File: src/rtl/spraid_host_queue_if.sv
// rtl/spraid_host_queue_if.sv - host command/response and RAID host-port signal bundle
interface spraid_host_queue_if;
    logic        cmd_valid;
    logic        cmd_ready;
    logic        cmd_write;
    logic [31:0] cmd_addr;
    logic [31:0] cmd_wdata;
    logic        rsp_valid;
    logic        rsp_ready;
    logic [31:0] rsp_rdata;
    logic        rsp_err;
    logic        raid_read;
    logic        raid_write;
    logic [31:0] raid_addr;
    logic [31:0] raid_din;
    logic [31:0] raid_dout;
    logic        raid_busy;
    logic        raid_err;

    modport master (
        output cmd_valid, cmd_write, cmd_addr, cmd_wdata, rsp_ready, raid_dout, raid_busy, raid_err,
        input  cmd_ready, rsp_valid, rsp_rdata, rsp_err, raid_read, raid_write, raid_addr, raid_din
    );

    modport slave (
        input  cmd_valid, cmd_write, cmd_addr, cmd_wdata, rsp_ready, raid_dout, raid_busy, raid_err,
        output cmd_ready, rsp_valid, rsp_rdata, rsp_err, raid_read, raid_write, raid_addr, raid_din
    );
endinterface

File: src/rtl/spraid_host_queue.sv
// rtl/spraid_host_queue.sv - host command FIFO feeding one RAID operation at a time
module spraid_host_queue #(
    parameter int DEPTH   = 4,
    parameter int TIMEOUT = 1024
) (
    input  logic                      clk,
    input  logic                      reset,
    spraid_host_queue_if.slave        bus,
    output logic [$clog2(DEPTH):0]    level,
    output logic                      timeout_flag,
    input  logic                      timeout_clr
);
    localparam int AW = $clog2(DEPTH);
    localparam int TW = $clog2(TIMEOUT + 1);

    typedef enum logic [2:0] {IDLE, ISSUE, WAIT_ACK, WAIT_DONE, RESP} state_t;
    state_t state, state_nxt;

    logic [64:0]   mem [DEPTH];
    logic [AW-1:0] wr_ptr, rd_ptr;
    logic [AW:0]   count;
    logic          push, pop;
    logic          cur_write;
    logic          ack_seen;
    logic [TW-1:0] wait_cnt;
    logic          in_wait, op_done, op_timeout;

    assign level         = count;
    assign bus.cmd_ready = (count < (AW+1)'(DEPTH));
    assign push          = bus.cmd_valid && bus.cmd_ready;

    assign bus.raid_read  = (state == ISSUE) && !cur_write;
    assign bus.raid_write = (state == ISSUE) && cur_write;
    assign bus.rsp_valid  = (state == RESP);

    // A controller that never raises busy is treated as done after two quiet ack cycles.
    assign in_wait    = (state == WAIT_ACK) || (state == WAIT_DONE);
    assign op_done    = ((state == WAIT_ACK) && !bus.raid_busy && ack_seen) ||
                        ((state == WAIT_DONE) && !bus.raid_busy);
    assign op_timeout = in_wait && !op_done && (wait_cnt == TW'(TIMEOUT - 1));

    always_comb begin
        state_nxt = state;
        pop       = 1'b0;
        case (state)
            IDLE: begin
                if ((count != '0) && !bus.raid_busy) begin
                    state_nxt = ISSUE;
                    pop       = 1'b1;
                end
            end
            ISSUE: state_nxt = WAIT_ACK;
            WAIT_ACK, WAIT_DONE: begin
                if ((state == WAIT_ACK) && bus.raid_busy)
                    state_nxt = WAIT_DONE;
                if (op_done || op_timeout)
                    state_nxt = cur_write ? IDLE : RESP;
            end
            RESP: begin
                if (bus.rsp_ready)
                    state_nxt = IDLE;
            end
            default: state_nxt = IDLE;
        endcase
    end

    always_ff @(posedge clk) begin
        if (push)
            mem[wr_ptr] <= {bus.cmd_write, bus.cmd_addr, bus.cmd_wdata};
    end

    always_ff @(posedge clk or negedge reset) begin
        if (!reset) begin
            state         <= IDLE;
            wr_ptr        <= '0;
            rd_ptr        <= '0;
            count         <= '0;
            cur_write     <= 1'b0;
            bus.raid_addr <= '0;
            bus.raid_din  <= '0;
            ack_seen      <= 1'b0;
            wait_cnt      <= '0;
            bus.rsp_rdata <= '0;
            bus.rsp_err   <= 1'b0;
            timeout_flag  <= 1'b0;
        end else begin
            state <= state_nxt;
            if (push)
                wr_ptr <= wr_ptr + AW'(1);
            if (pop) begin
                rd_ptr <= rd_ptr + AW'(1);
                {cur_write, bus.raid_addr, bus.raid_din} <= mem[rd_ptr];
            end
            if (push && !pop)
                count <= count + (AW+1)'(1);
            else if (pop && !push)
                count <= count - (AW+1)'(1);

            if (state == ISSUE) begin
                ack_seen <= 1'b0;
                wait_cnt <= '0;
            end else if (in_wait) begin
                ack_seen <= 1'b1;
                wait_cnt <= wait_cnt + TW'(1);
            end

            // Response fields only change when a read finishes, so they hold through RESP.
            if (in_wait && !cur_write) begin
                if (op_done) begin
                    bus.rsp_rdata <= bus.raid_dout;
                    bus.rsp_err   <= bus.raid_err;
                end else if (op_timeout) begin
                    bus.rsp_rdata <= '0;
                    bus.rsp_err   <= 1'b1;
                end
            end

            if (op_timeout)
                timeout_flag <= 1'b1;
            else if (timeout_clr)
                timeout_flag <= 1'b0;
        end
    end
endmodule

File: src/flat_wrapper.sv
// flat-port wrapper written by rule: the top's interface ports become plain ports
module spraid_host_queue_flat 
#(
    parameter int DEPTH   = 4,
    parameter int TIMEOUT = 1024
)
  (clk, reset, level, timeout_flag, timeout_clr, bus_cmd_valid, bus_cmd_write, bus_cmd_addr, bus_cmd_wdata, bus_rsp_ready, bus_raid_dout, bus_raid_busy, bus_raid_err, bus_cmd_ready, bus_rsp_valid, bus_rsp_rdata, bus_rsp_err, bus_raid_read, bus_raid_write, bus_raid_addr, bus_raid_din);
  spraid_host_queue_if bus_i ();
  input  logic clk;
  input  logic reset;
  output logic [$clog2(DEPTH):0] level;
  output logic timeout_flag;
  input  logic timeout_clr;
  input wire logic [$bits(bus_i.cmd_valid)-1:0] bus_cmd_valid;
  input wire logic [$bits(bus_i.cmd_write)-1:0] bus_cmd_write;
  input wire logic [$bits(bus_i.cmd_addr)-1:0] bus_cmd_addr;
  input wire logic [$bits(bus_i.cmd_wdata)-1:0] bus_cmd_wdata;
  input wire logic [$bits(bus_i.rsp_ready)-1:0] bus_rsp_ready;
  input wire logic [$bits(bus_i.raid_dout)-1:0] bus_raid_dout;
  input wire logic [$bits(bus_i.raid_busy)-1:0] bus_raid_busy;
  input wire logic [$bits(bus_i.raid_err)-1:0] bus_raid_err;
  output wire logic [$bits(bus_i.cmd_ready)-1:0] bus_cmd_ready;
  output wire logic [$bits(bus_i.rsp_valid)-1:0] bus_rsp_valid;
  output wire logic [$bits(bus_i.rsp_rdata)-1:0] bus_rsp_rdata;
  output wire logic [$bits(bus_i.rsp_err)-1:0] bus_rsp_err;
  output wire logic [$bits(bus_i.raid_read)-1:0] bus_raid_read;
  output wire logic [$bits(bus_i.raid_write)-1:0] bus_raid_write;
  output wire logic [$bits(bus_i.raid_addr)-1:0] bus_raid_addr;
  output wire logic [$bits(bus_i.raid_din)-1:0] bus_raid_din;
  assign bus_i.cmd_valid = bus_cmd_valid;
  assign bus_i.cmd_write = bus_cmd_write;
  assign bus_i.cmd_addr = bus_cmd_addr;
  assign bus_i.cmd_wdata = bus_cmd_wdata;
  assign bus_i.rsp_ready = bus_rsp_ready;
  assign bus_i.raid_dout = bus_raid_dout;
  assign bus_i.raid_busy = bus_raid_busy;
  assign bus_i.raid_err = bus_raid_err;
  assign bus_cmd_ready = bus_i.cmd_ready;
  assign bus_rsp_valid = bus_i.rsp_valid;
  assign bus_rsp_rdata = bus_i.rsp_rdata;
  assign bus_rsp_err = bus_i.rsp_err;
  assign bus_raid_read = bus_i.raid_read;
  assign bus_raid_write = bus_i.raid_write;
  assign bus_raid_addr = bus_i.raid_addr;
  assign bus_raid_din = bus_i.raid_din;
  spraid_host_queue #(.DEPTH(DEPTH), .TIMEOUT(TIMEOUT)) u_core (.clk(clk), .reset(reset), .bus(bus_i), .level(level), .timeout_flag(timeout_flag), .timeout_clr(timeout_clr));
endmodule
File: config.mk
export PLATFORM = sky130hd
export DESIGN_NAME = spraid_host_queue_flat
export DESIGN_NICKNAME = d
export VERILOG_FILES = /design/src/rtl/spraid_host_queue_if.sv /design/src/rtl/spraid_host_queue.sv /design/src/flat_wrapper.sv
export SDC_FILE = /design/constraint.sdc
export NUM_CORES = 1
export LEC_CHECK = 0
export ABC_AREA = 0
export BUFFER_PORTS_ARGS = -buffer_cell sky130_fd_sc_hd__buf_4
export CAP_MARGIN = 20
export CORE_MARGIN = 10
export CORE_UTILIZATION = 51
export DETAILED_ROUTE_END_ITERATION = 8
export GPL_TIMING_DRIVEN = 1
export PLACE_DENSITY_LB_ADDON = 0.25
export SKIP_CTS_REPAIR_TIMING = 1
export SLEW_MARGIN = 20
export SYNTH_ARGS = -nofsm -noshare
export SYNTH_HDL_FRONTEND = slang
export SYNTH_SLANG_ARGS = --single-unit
export TNS_END_PERCENT = 5
File: constraint.sdc
create_clock -name clk -period 3 [get_ports clk]
set_clock_uncertainty 0.05 [all_clocks]
set_input_delay 0.45 -clock clk [delete_from_list [all_inputs] [get_ports clk]]
set_output_delay 0.45 -clock clk [all_outputs]
set_load 0.05 [all_outputs]
* Yosys cells after proc, flatten, opt, wreduce, memory -nomap -nowiden
Memories as Yosys holds them, arrays and structs flattened. A register that Yosys moved wholly into a read port is not among the register bits. Index checks and enable logic that the tools add are counted. Widths: inputs -> output; s select.
Word-level totals: bits in registers 56, latch bits 0, RAM bits 260, memory bits (read-only) 0, bits of input ports 104, output and inout bits 105, logic and storage cells 77, memories kept 1
Memories:
- u_core.mem | depth 4, bits a word 65, rd ports 1, clocked after Yosys merged registers in 1, write ports 1, line spraid_host_queue.sv:19 | logic [64:0] mem [DEPTH];
Operators by class: $add $sub $neg 5, multipliers 0, div/mod/pow operators 0, order comparisons 1, eq/ne operators 8, shifts and indexed selects 0, muxes and demuxes 22, bitwise gates (word level) 0, reduce and logical (&&, ||, !) cells 31
Operator list (number):
- $mux 32 | 2
- $mux 11 | 2
- $mux 3 | 7
- $logic_and 1x1->1 | 13
- $pmux 3 s4 | 1
- $add 11x1->11 const B | 1
- $eq 11x10->1 const B | 1
- $mux 1 | 10
- $reduce_bool 2->1 | 4
- $eq 3x2->1 const B | 2
- $logic_not 1->1 | 6
- $add 2x1->2 const B | 2
- $add 3x1->3 const B | 1
- $eq 3x1->1 const B | 1
- $eq 3x3->1 const B | 1
- $logic_not 3->1 | 1
- $logic_or 1x1->1 | 3
- $lt 3x3->1 const B | 1
- $ne 3x1->1 const B | 1
- $reduce_and 3->1 | 1
- $reduce_bool 3->1 | 1
- $sub 3x1->3 const B | 1
- $ne 2x1->1 const B | 1
- $ne 2x2->1 const B | 1
- 2 further kinds | 2

* Longest topological paths before layout
depth after elaboration 10, depth in mapped cells 11

* Worst setup path after synthesis
No wires, ideal clock.
path type flip-flop to flip-flop, from register u_core.count[2] (netlist: u_core.level[2]), to memory u_core.mem[2][0] (enable), setup time 430 ps, data arrival time 2534 ps, setup slack -14 ps, cell stages (with the launch flop) 4, path buffers 1, period minus slack after synthesis 3014 ps, cells stage by stage dfrtp_1 > nor2b_1 > clkbuf_1 > and2_1
Between the ends: word-level cells in the longest chain between the ends 4
RTL lines:
- start: declaration | line spraid_host_queue.sv:21 | logic [AW:0] count;
- start signal: assignment | line spraid_host_queue.sv:95 | count <= count + (AW+1)'(1);
- start signal: assignment | line spraid_host_queue.sv:97 | count <= count - (AW+1)'(1);
- $lt 3x3->1 | line spraid_host_queue.sv:29 | assign bus.cmd_ready = (count < (AW+1)'(DEPTH));
- $logic_and 1x1->1 | line spraid_host_queue.sv:30 | assign push = bus.cmd_valid && bus.cmd_ready;
- via u_core.push | line spraid_host_queue.sv:22 | logic push, pop;
- $mux 1 | line spraid_host_queue.sv:68 | if (push)
- $mux 1 (not written as such) | line spraid_host_queue.sv:69 | mem[wr_ptr] <= {bus.cmd_write, bus.cmd_addr, bus.cmd_wdata};
- end: declaration | line spraid_host_queue.sv:19
The timed path passes the listed nets, and every way through them passes these cells.

* Worst setup path after layout
from register u_core.state[2], to output bus_raid_write
Between the ends: word-level cells in the longest chain between the ends 2
RTL lines:
- start: declaration | line spraid_host_queue.sv:17 | state_t state, state_nxt;
- start signal: assignment | line spraid_host_queue.sv:87 | state <= state_nxt;
- $eq 3x1->1 | line spraid_host_queue.sv:33 | assign bus.raid_write = (state == ISSUE) && cur_write;
- $logic_and 1x1->1 | line spraid_host_queue.sv:33
- end: declaration | line flat_wrapper.sv:27 | output wire logic [$bits(bus_i.raid_write)-1:0] bus_raid_write;
No other way between the ends.

==> metrics.cfg <==
[grt]
met3_usage_pct=4.47
antenna_found_initial=2
grt_pass1_vias=7854
met2_usage_pct=26.3
track_usage_pct=16.7
top_usage_layer=met2
use_met1_pct=22.6
grt_pass1_wl_um=46700
overflow=0
grt_max_degree=67

[sta]
slew_headroom_pct=53.4
tns_ns=0
min_period_over_period_pct=81.3
post-route-min-period_ns=2.44
slew_viol_final=0
max_freq_ghz=0.410
timing.final.hold_violations=0
fin_ws_ns=0.562
worst_pin_slew_ns=0.699
setup_viol=0
rsz0062_at_grt=false

[yosys]
synth_flop_cell=edfxtp_1
syn_area_um2=14400
ys_ff_latch=381
avgSynthCellArea_um2=19.5
synth.distinct_cells=44
synthDominantCellAreaShare_pct=54.0
syn_inst=742
synth.most_common_cell=edfxtp_1
yosysTopAreaCell=edfxtp_1
synthTopCellsByArea=edfxtp_1, dfrtp_1, mux4_2, mux2_2, nand2_1
yosysSeqAreaShare_pct=75.0
synth.yosys.warnings=0
synth_common_cells=edfxtp_1, dfrtp_1, nand2_1
synth_edf_count=260
syn-num-nets=853
async_flop_share_pct=31.8

[worst_setup_path]
worst_r2r_path_depth=5
ff2ff_setup_slack_ns=0.68
cp_max_fo=10
r2r_end=u_core.bus.raid_din[23]
r2r_start=u_core.level[0]
worstSetupPathType=register to primary output
crit_path_end_kind=primary output
start_kind=register
critPathRequiredTime_ns=2.50
crit_arrival_ns=1.94

[cts]
cts_max_path_buffers=3
clock_latency_ns=0.52
h-tree-depth=2
numCtsBuffers=39
clk_transition_reported_paths_ns=0.06
clockRootBuffer=clkbuf_16
cts_tree=done
cts.sinks=381

[routing]
drt-wirelength-per-cell_um=21.3
num_vias=7451
viasPerCell=5.35
drt_pass1_iterations=5
drcViolationCount=0
wl_um=29600
drtAntennaViolNets=0
drtIter0Drc=370

[die]
die_w_um=188
rows=61
fp.dieH_um=188
core_area_um2=27900
dieArea_um2=35500
ios=209
start_util_pct=51.9

[job]
drv_cap=0

[layout]
post_route_cells_drive_above_1_share_pct=46.1
utilization_pct=64.4
syn2layout_area_growth_pct=24.2
finalNetCount=1093

[power]
p_clk_share_pct=24.9
power_density_nw_per_um2=1110
intPower_w=0.0128
netSwitchingFraction_pct=35.7
comb_power_share_pct=36.7
p_switching_w=0.00714
ir_worst_vdd_v=0.000756
p_leak_nw=6.84
p_seq_share_pct=38.4

[placement]
dp_hpwl_um=19700
gp_congestion=0.759
io_buffers=208
post-place-ws_ns=0.635

[worst_hold_path]
min_from=bus_cmd_wdata[22]
worstHoldEndpoint=u_core.mem[2][22]
worstHoldPathType=input pin to register
whs_path_depth=1

[run_status]
status=completed

per-stage QoR:
step | std cells | hold slack [ns] | power [W] | area (µm²)
2_1_floorplan | 742 | 0.104 | 0.0129 | 14400
3_3_place_gp | 1318 | 0.423 | 0.0151 | 16600
3_5_place_dp | 1318 | 0.433 | 0.0152 | 16600
4_1_cts | 1390 | -0.0938 | 0.0202 | 17900
5_1_grt | 1392 | 0.0585 | 0.0209 | 17900
6_report | 1392 | 0.0722 | 0.0200 | 17900
cell type report:
type	instances	area [µm²]
multi-input cells	320	3380
diodes	1	2.50
inverters	7	26.3
clock inverters	11	148
well taps	378	473
repair buffers	233	1870
fillers	1938	9910
clock buffers	61	1210
flip-flops and latches	381	10800
state kept, by name, summed over array words and instances (netlist names), 2 cells and up:
name,flops
u_core.level,3
u_core.bus.raid_din,32
u_core.bus.rsp_rdata,32
u_core.wr_ptr,2
u_core.rd_ptr,2
u_core.bus.raid_addr,32
u_core.state,3
u_core.wait_cnt,11
u_core.mem,260
placed cells by master (no fill, tap or decap), types with 6 or more instances in the layout:
cell	synthesis	final
edfxtp_1	260	260
buf_4	2	222
dfrtp_1	121	119
nand2_1	81	80
mux2_2	66	66
mux4_2	65	65
clkbuf_16	0	41
o21ai_2	30	30
clkbuf_8	0	11
nor2_1	9	9
clkbuf_1	4	9
buf_12	0	9
xnor2_1	8	8
inv_1	7	7
o21ai_0	7	7
ha_1	6	6
power groups by stage:
stage                     logic (W)  clock network (W)  registers [W]
after floorplan             0.00307                  0        0.00981
after global placement      0.00737                  0        0.00775
after detailed placement    0.00745                  0        0.00779
after CTS                   0.00746            0.00508        0.00770
after global routing        0.00777            0.00530        0.00783
final                       0.00733            0.00497        0.00767
metal layers:
metal / part of all wire [%] / vias up
li1: - / 3348
met1: 43 / 3791
met2: 48 / 267
met3: 7.4 / 43
met4: 1.7 / 2
met5: 0.068 / -
cells by family (layout without fill, tap and decap cells):
logic type,count (synthesis),after routing,synth area share [%]
AO/OA/AOI/OAI,48,48,2.63
XOR/XNOR,11,11,0.667
multiplexers,132,132,15.3
AND/OR/NAND/NOR,122,122,3.91
buffers and inverters,41,312,1.78
flip-flops,381,381,75.0
adder cells (fa/ha/maj),7,7,0.658
other,0,1,0
worst max-delay path, cell delays in order, from the launching register on:
cell and delay, ns:
dfrtp_1 0.46, nand2b_1 0.21, nor2_1 0.36, and2_1 0.20, buf_4 0.20
how the worst max path moves through the flow:
stage	start	endpoint	slack [ns]
after floorplan	u_core.level[2]	u_core.mem[3][0]	-0.01
after global placement	bus_raid_busy	u_core.level[1]	0.69
after detailed placement	bus_raid_busy	u_core.level[1]	0.63
after CTS	u_core.state[2]	bus_raid_write	0.52
after global routing	u_core.state[2]	bus_raid_write	0.36
final	u_core.state[2]	bus_raid_write	0.56
(Power assumes the default switching activity.)
